## src/rtl/seq_divider.sv

```systemverilog
// seq_divider: radix-2 restoring divider that produces one quotient bit per clock.
// Handshakes: valid/ready on the operand side and on the result side.
// A zero divisor is detected at accept and bypasses the iteration.
// Optional build macro SEQ_DIVIDER_SIGNED_EN adds the signed_op port and
// two's-complement operation. Without it the block is unsigned only.
module seq_divider #(
    parameter int WIDTH = 8
) (
    input  logic             clk,
    input  logic             rst_n,
    input  logic             in_valid,
    output logic             in_ready,
    input  logic [WIDTH-1:0] dividend,
    input  logic [WIDTH-1:0] divisor,
`ifdef SEQ_DIVIDER_SIGNED_EN
    input  logic             signed_op,
`endif
    output logic             out_valid,
    input  logic             out_ready,
    output logic [WIDTH-1:0] quotient,
    output logic [WIDTH-1:0] remainder,
    output logic             div_by_zero,
    output logic             busy
);

    typedef enum logic [1:0] {IDLE, CALC, DONE} state_t;

    // The extra cycle with cnt == WIDTH is the one that loads the result registers.
    localparam logic [WIDTH-1:0] CNT_LAST = WIDTH'(WIDTH);

    state_t           state;
    logic [WIDTH-1:0] cnt;

    // Partial remainder is kept at WIDTH bits. After a restore it is always
    // below the divisor, so only the shifted value needs the extra bit.
    logic [WIDTH-1:0] p;
    logic [WIDTH-1:0] q;
    logic [WIDTH-1:0] dvsr;

    logic             accept;
    logic             last_iter;
    logic [WIDTH:0]   p_sh;
    logic             ge;
    logic [WIDTH-1:0] diff;
    logic [WIDTH-1:0] dd_mag;
    logic [WIDTH-1:0] ds_mag;
    logic [WIDTH-1:0] res_q;
    logic [WIDTH-1:0] res_r;

    assign in_ready  = (state == IDLE);
    assign busy      = (state != IDLE);
    assign accept    = in_valid && (state == IDLE);
    assign last_iter = (cnt == CNT_LAST);

    // One restoring step: shift {P,Q} left and try to subtract the divisor.
    // diff is taken modulo 2^WIDTH; it is only used when ge holds, so the
    // true difference is below the divisor and fits.
    assign p_sh = {p, q[WIDTH-1]};
    assign ge   = (p_sh >= {1'b0, dvsr});
    assign diff = p_sh[WIDTH-1:0] - dvsr;

`ifdef SEQ_DIVIDER_SIGNED_EN
    logic signed [WIDTH-1:0] dd_s;
    logic signed [WIDTH-1:0] ds_s;
    logic                    dd_neg;
    logic                    ds_neg;
    logic                    neg_q;
    logic                    neg_r;

    // Negate when neg is set. The most negative value maps onto itself,
    // and read as unsigned it is the correct magnitude.
    function automatic logic [WIDTH-1:0] apply_sign(input logic [WIDTH-1:0] mag,
                                                    input logic             neg);
        return neg ? (~mag + 1'b1) : mag;
    endfunction

    assign dd_s   = dividend;
    assign ds_s   = divisor;
    assign dd_neg = signed_op && (dd_s < 0);
    assign ds_neg = signed_op && (ds_s < 0);
    assign dd_mag = apply_sign(dividend, dd_neg);
    assign ds_mag = apply_sign(divisor, ds_neg);

    // The quotient truncates toward zero. The remainder follows the dividend's sign.
    assign res_q  = apply_sign(q, neg_q);
    assign res_r  = apply_sign(p, neg_r);

    // Operand signs are captured at accept and applied when the result is loaded.
    always_ff @(posedge clk) begin
        if (accept) begin
            neg_q <= dd_neg ^ ds_neg;
            neg_r <= dd_neg;
        end
    end
`else
    assign dd_mag = dividend;
    assign ds_mag = divisor;
    assign res_q  = q;
    assign res_r  = p;
`endif

    // Datapath: load operand magnitudes on accept, then run one restoring step per CALC cycle.
    always_ff @(posedge clk) begin
        if (accept) begin
            p    <= '0;
            q    <= dd_mag;
            dvsr <= ds_mag;
        end else if ((state == CALC) && !last_iter) begin
            p <= ge ? diff : p_sh[WIDTH-1:0];
            q <= {q[WIDTH-2:0], ge};
        end
    end

    // Control FSM with registered result outputs.
    always_ff @(posedge clk or negedge rst_n) begin
        if (!rst_n) begin
            state       <= IDLE;
            cnt         <= '0;
            out_valid   <= 1'b0;
            div_by_zero <= 1'b0;
            quotient    <= '0;
            remainder   <= '0;
        end else begin
            case (state)
                IDLE: begin
                    if (in_valid) begin
                        cnt <= '0;
                        if (divisor == '0) begin
                            quotient    <= '1;
                            remainder   <= dividend;
                            div_by_zero <= 1'b1;
                            out_valid   <= 1'b1;
                            state       <= DONE;
                        end else begin
                            state <= CALC;
                        end
                    end
                end
                CALC: begin
                    if (last_iter) begin
                        quotient  <= res_q;
                        remainder <= res_r;
                        out_valid <= 1'b1;
                        state     <= DONE;
                    end else begin
                        cnt <= cnt + 1'b1;
                    end
                end
                DONE: begin
                    if (out_ready) begin
                        out_valid   <= 1'b0;
                        div_by_zero <= 1'b0;
                        state       <= IDLE;
                    end
                end
                default: state <= IDLE;
            endcase
        end
    end

endmodule

```

## config.mk

```make
export PLATFORM = sky130hd
export DESIGN_NAME = seq_divider
export DESIGN_NICKNAME = d
export VERILOG_FILES = /design/src/rtl/seq_divider.sv
export SDC_FILE = /design/constraint.sdc
export NUM_CORES = 1
export LEC_CHECK = 0
export BUFFER_PORTS_ARGS = -buffer_cell sky130_fd_sc_hd__clkbuf_2
export CAP_MARGIN = 10
export CORE_ASPECT_RATIO = 0.7
export CORE_MARGIN = 2
export CORE_UTILIZATION = 61
export DETAILED_ROUTE_END_ITERATION = 8
export PLACE_DENSITY = 0.91
export SLEW_MARGIN = 20
export SYNTH_ARGS = -nofsm -noshare
export SYNTH_HDL_FRONTEND = slang
export SYNTH_SLANG_ARGS = --single-unit
export TNS_END_PERCENT = 100
```

## constraint.sdc

```tcl
create_clock -name clk -period 5.5 [get_ports clk]
set_input_delay 0.55 -clock clk [delete_from_list [all_inputs] [get_ports clk]]
set_output_delay 0.55 -clock clk [all_outputs]
set_load 0.01 [all_outputs]
```

==> flow_summary.json <==
{
  "cts_tree": "yes",
  "fin_tns_setup_ns": 0,
  "chipWidth_um": 82.1,
  "seqPwrFrac_pct": 40.6,
  "synth.distinct_cells": 38,
  "postLayoutCoreUtil_pct": 72.0,
  "grt_first_pass_wirelength_um": 9070,
  "timing.final.crit_share_pct": 47.1,
  "rsz0062_at_grt": "false",
  "synth_area_um2": 2600,
  "place_congestion": 0.811,
  "wirelength_um": 5420,
  "place_ws_ns": 2.96,
  "cts_sinks": 52,
  "cap_viol_max_count": 0,
  "vias": 2001,
  "min_period_ns": 2.59,
  "worst_slack_ns": 2.91,
  "drt_iter0_markers": 193,
  "path_cells": "nor2_1 > nand2_1 > inv_1 > nand2_1 > o21ai_0",
  "area_growth_pct": 11.0,
  "dr.pass1.iters": 5,
  "yosysWarnings": 0,
  "grt_pass1_vias": 1953,
  "intPower_w": 0.00100,
  "clk_pin_slew_worst_paths_ns": 0.09,
  "syn_avg_cell_area_um2": 9.83,
  "critPathBufInv": 1,
  "cp.arrival_ns": 2.73,
  "grtUsageMet2_pct": 38.9,
  "antenna_found_initial": 0,
  "grt_use_met1_pct": 35.5,
  "hold_path.class": "in2async",
  "diodes": 0,
  "busiest_layer": "met2",
  "clockBufferDepth": 2,
  "p_comb_share_pct": 45.8,
  "fmax_mhz": 386,
  "hpwl_um": 3950,
  "ys_seq_elements": 52,
  "cp-start-kind": "flop",
  "slowest_stage": "inv_1",
  "syn_inst": 265,
  "vias_per_cell": 5.67,
  "worst_pin_slew_ns": 0.963,
  "final.setup_skew_ns": 0.0133,
  "root_buffer": "clkbuf_8",
  "p_clk_share_pct": 13.6,
  "use_met3_pct": 6.44,
  "nFillCells": 300,
  "fin_area_um2": 2890,
  "layout.nets": 331,
  "drc_errors": 0,
  "initial_core_util_pct": 64.8,
  "timing.hold.ws_ns": 0.252,
  "crit_type": "reg2reg",
  "ys_seq_area_share_pct": 51.5,
  "cpMostUsedCell": "nand2_1",
  "overflow": 0,
  "p_sw_w": 0.000703,
  "slew-limit-headroom_pct": 35.7,
  "ios": 40,
  "seq_area_um2": 1340,
  "die_height_um": 58.7,
  "post_cts_hold_buffer_count": 0,
  "row_count": 19,
  "h-tree-depth": 2,
  "port_buffers": 39,
  "cp_top_family": "simple AND/OR/NAND/NOR gates",
  "grtUsageTotal_pct": 25.7,
  "cp_slowest_stage_delay_ns": 0.79,
  "die_area_um2": 4820,
  "cts_buffers": 5,
  "grt_max_degree": 32,
  "powerDensity_nw_per_um2": 591,
  "cp.required_ns": 5.64,
  "drive_above_1_share_pct": 16.9,
  "wl_per_cell_um": 15.4,
  "finalSetupViolCount": 0,
  "ir_drop_v": 0.000364,
  "p_sw_share_pct": 41.2,
  "clk_latency_ns": 0.32,
  "path_max_fanout": 31,
  "postCtsSetupRepairBufs": 0,
  "crit_path_end_kind": "flop",
  "status": "completed",
  "multi_input_area_um2": 1110,
  "cts-resized-gates": 0,
  "placed_area_um2": 2800,
  "p_leak_nw": 1.37,
  "ant_nets": 0,
  "coreArea_um2": 4020,
  "maxSlewViolCount": 0,
  "finalHoldViolations": 0,
  "synth_fp_nets": 296
}
## worst paths after layout
path / from / endpoint / slack, ns / cells past startpoint
setup / recovery: state[0] / q[4] / 2.91 / 5
hold reg to reg: remainder[3] / remainder[3] / 0.49 / 2
setup reg to reg: state[0] / q[4] / 2.91 / 5
hold / removal: rst_n / remainder[7] / 0.25 / 1
max in group asynchronous: rst_n / out_valid / 4.80 / 1
min in group clk: divisor[3] / dvsr[3] / 0.42 / 1
## layout make-up
type / count / area share, %
tap: 52 / 2.25
clock buffer: 6 / 2.86
multi-input combinational: 180 / 38.4
timing repair buffer: 39 / 6.75
inverter: 22 / 2.86
clock inverter: 2 / 0.476
sequential: 52 / 46.4
## worst register-to-register path, cell delays in order (launching register included)
cell and delay (ns):
dfrtp_1 0.70, nor2_1 0.31, nand2_1 0.28, inv_1 0.79, nand2_1 0.20, o21ai_0 0.13
## registers in the layout (all words and copies together) (netlist names)
register     cells
cnt              8
dvsr             8
p                8
q                8
quotient         8
remainder        8
state            2
div_by_zero      1
out_valid        1
## cells in the final DEF, fill, tap and decap left out, types with 3 or more instances in the layout
master,instances
nor3_1,3
dfrtp_1,28
nand2b_1,6
xnor2_1,4
nand3_1,14
clkbuf_8,6
clkbuf_2,39
xor2_1,7
nor2b_1,4
ha_1,10
nor2_1,23
edfxtp_1,16
dfxtp_1,8
nand2_1,31
a21oi_1,10
o21ai_0,26
inv_1,22
a31oi_1,8
mux2i_1,13
## through the flow
stage | instances | total power (W)
2_1_floorplan | 265 | 0.00127
6_report | 353 | 0.00171
5_1_grt | 353 | 0.00185
4_1_cts | 353 | 0.00171
3_5_place_dp | 345 | 0.00147
3_3_place_gp | 345 | 0.00143
## routing by layer
| metal | routed length (um) | vias to the layer above |
|---|---|---|
| li1 | - | 975 |
| met4 | 145 | 0 |
| met2 | 2500 | 68 |
| met1 | 2430 | 944 |
| met3 | 344 | 14 |
| met5 | 0 | - |
## cell families after synthesis
family,count (synthesis),synth area share [%]
flip-flops,52,51.5
AO/OA/AOI/OAI,56,12.4
buffers and inverters,33,5.86
XOR/XNOR,11,3.70
AND/OR/NAND/NOR,88,15.4
adder cells (fa/ha/maj),11,5.57
multiplexers,14,5.57
## Yosys cell counts
cell type	count	area share, %
a21oi_1	10	1.9
and3_1	2	0.48
inv_1	22	3.2
xnor2_1	4	1.3
o31ai_1	1	0.29
o21a_1	1	0.29
nor3_1	3	0.58
o21ai_0	26	5.0
a21o_1	2	0.58
o221ai_1	1	0.34
buf_6	2	0.86
mux2_4	1	0.58
edfxtp_1	16	18
dfxtp_1	8	6.1
buf_4	2	0.58
xor2_1	7	2.4
o21ai_1	1	0.19
nand4_1	1	0.24
o31a_1	1	0.34
nand3_1	14	2.7
nor2_1	23	3.3
o211ai_1	2	0.58
o21ai_2	2	0.67
a31oi_1	8	1.9
clkbuf_1	1	0.14
mux2i_1	13	5.0
ha_1	10	4.8
nand2_1	31	4.5
and4bb_2	1	0.48
nor2b_1	4	0.96
buf_2	5	0.96
nand2b_1	6	1.4
and2b_1	1	0.29
dfrtp_1	28	27
buf_1	1	0.14
a211oi_1	1	0.29
fa_1	1	0.77
nor4_1	2	0.48
## power by group through the flow
stage | Sequential (W) | Clock [W] | Combinational (W)
finish | 0.000693 | 0.000232 | 0.000783
global route | 0.000714 | 0.000253 | 0.000880
CTS | 0.000693 | 0.000236 | 0.000780
detailed placement | 0.000700 | 0 | 0.000769
global placement | 0.000693 | 0 | 0.000732
floorplan | 0.000681 | 0 | 0.000585
Note: power is estimated with default switching activity, not from simulation.
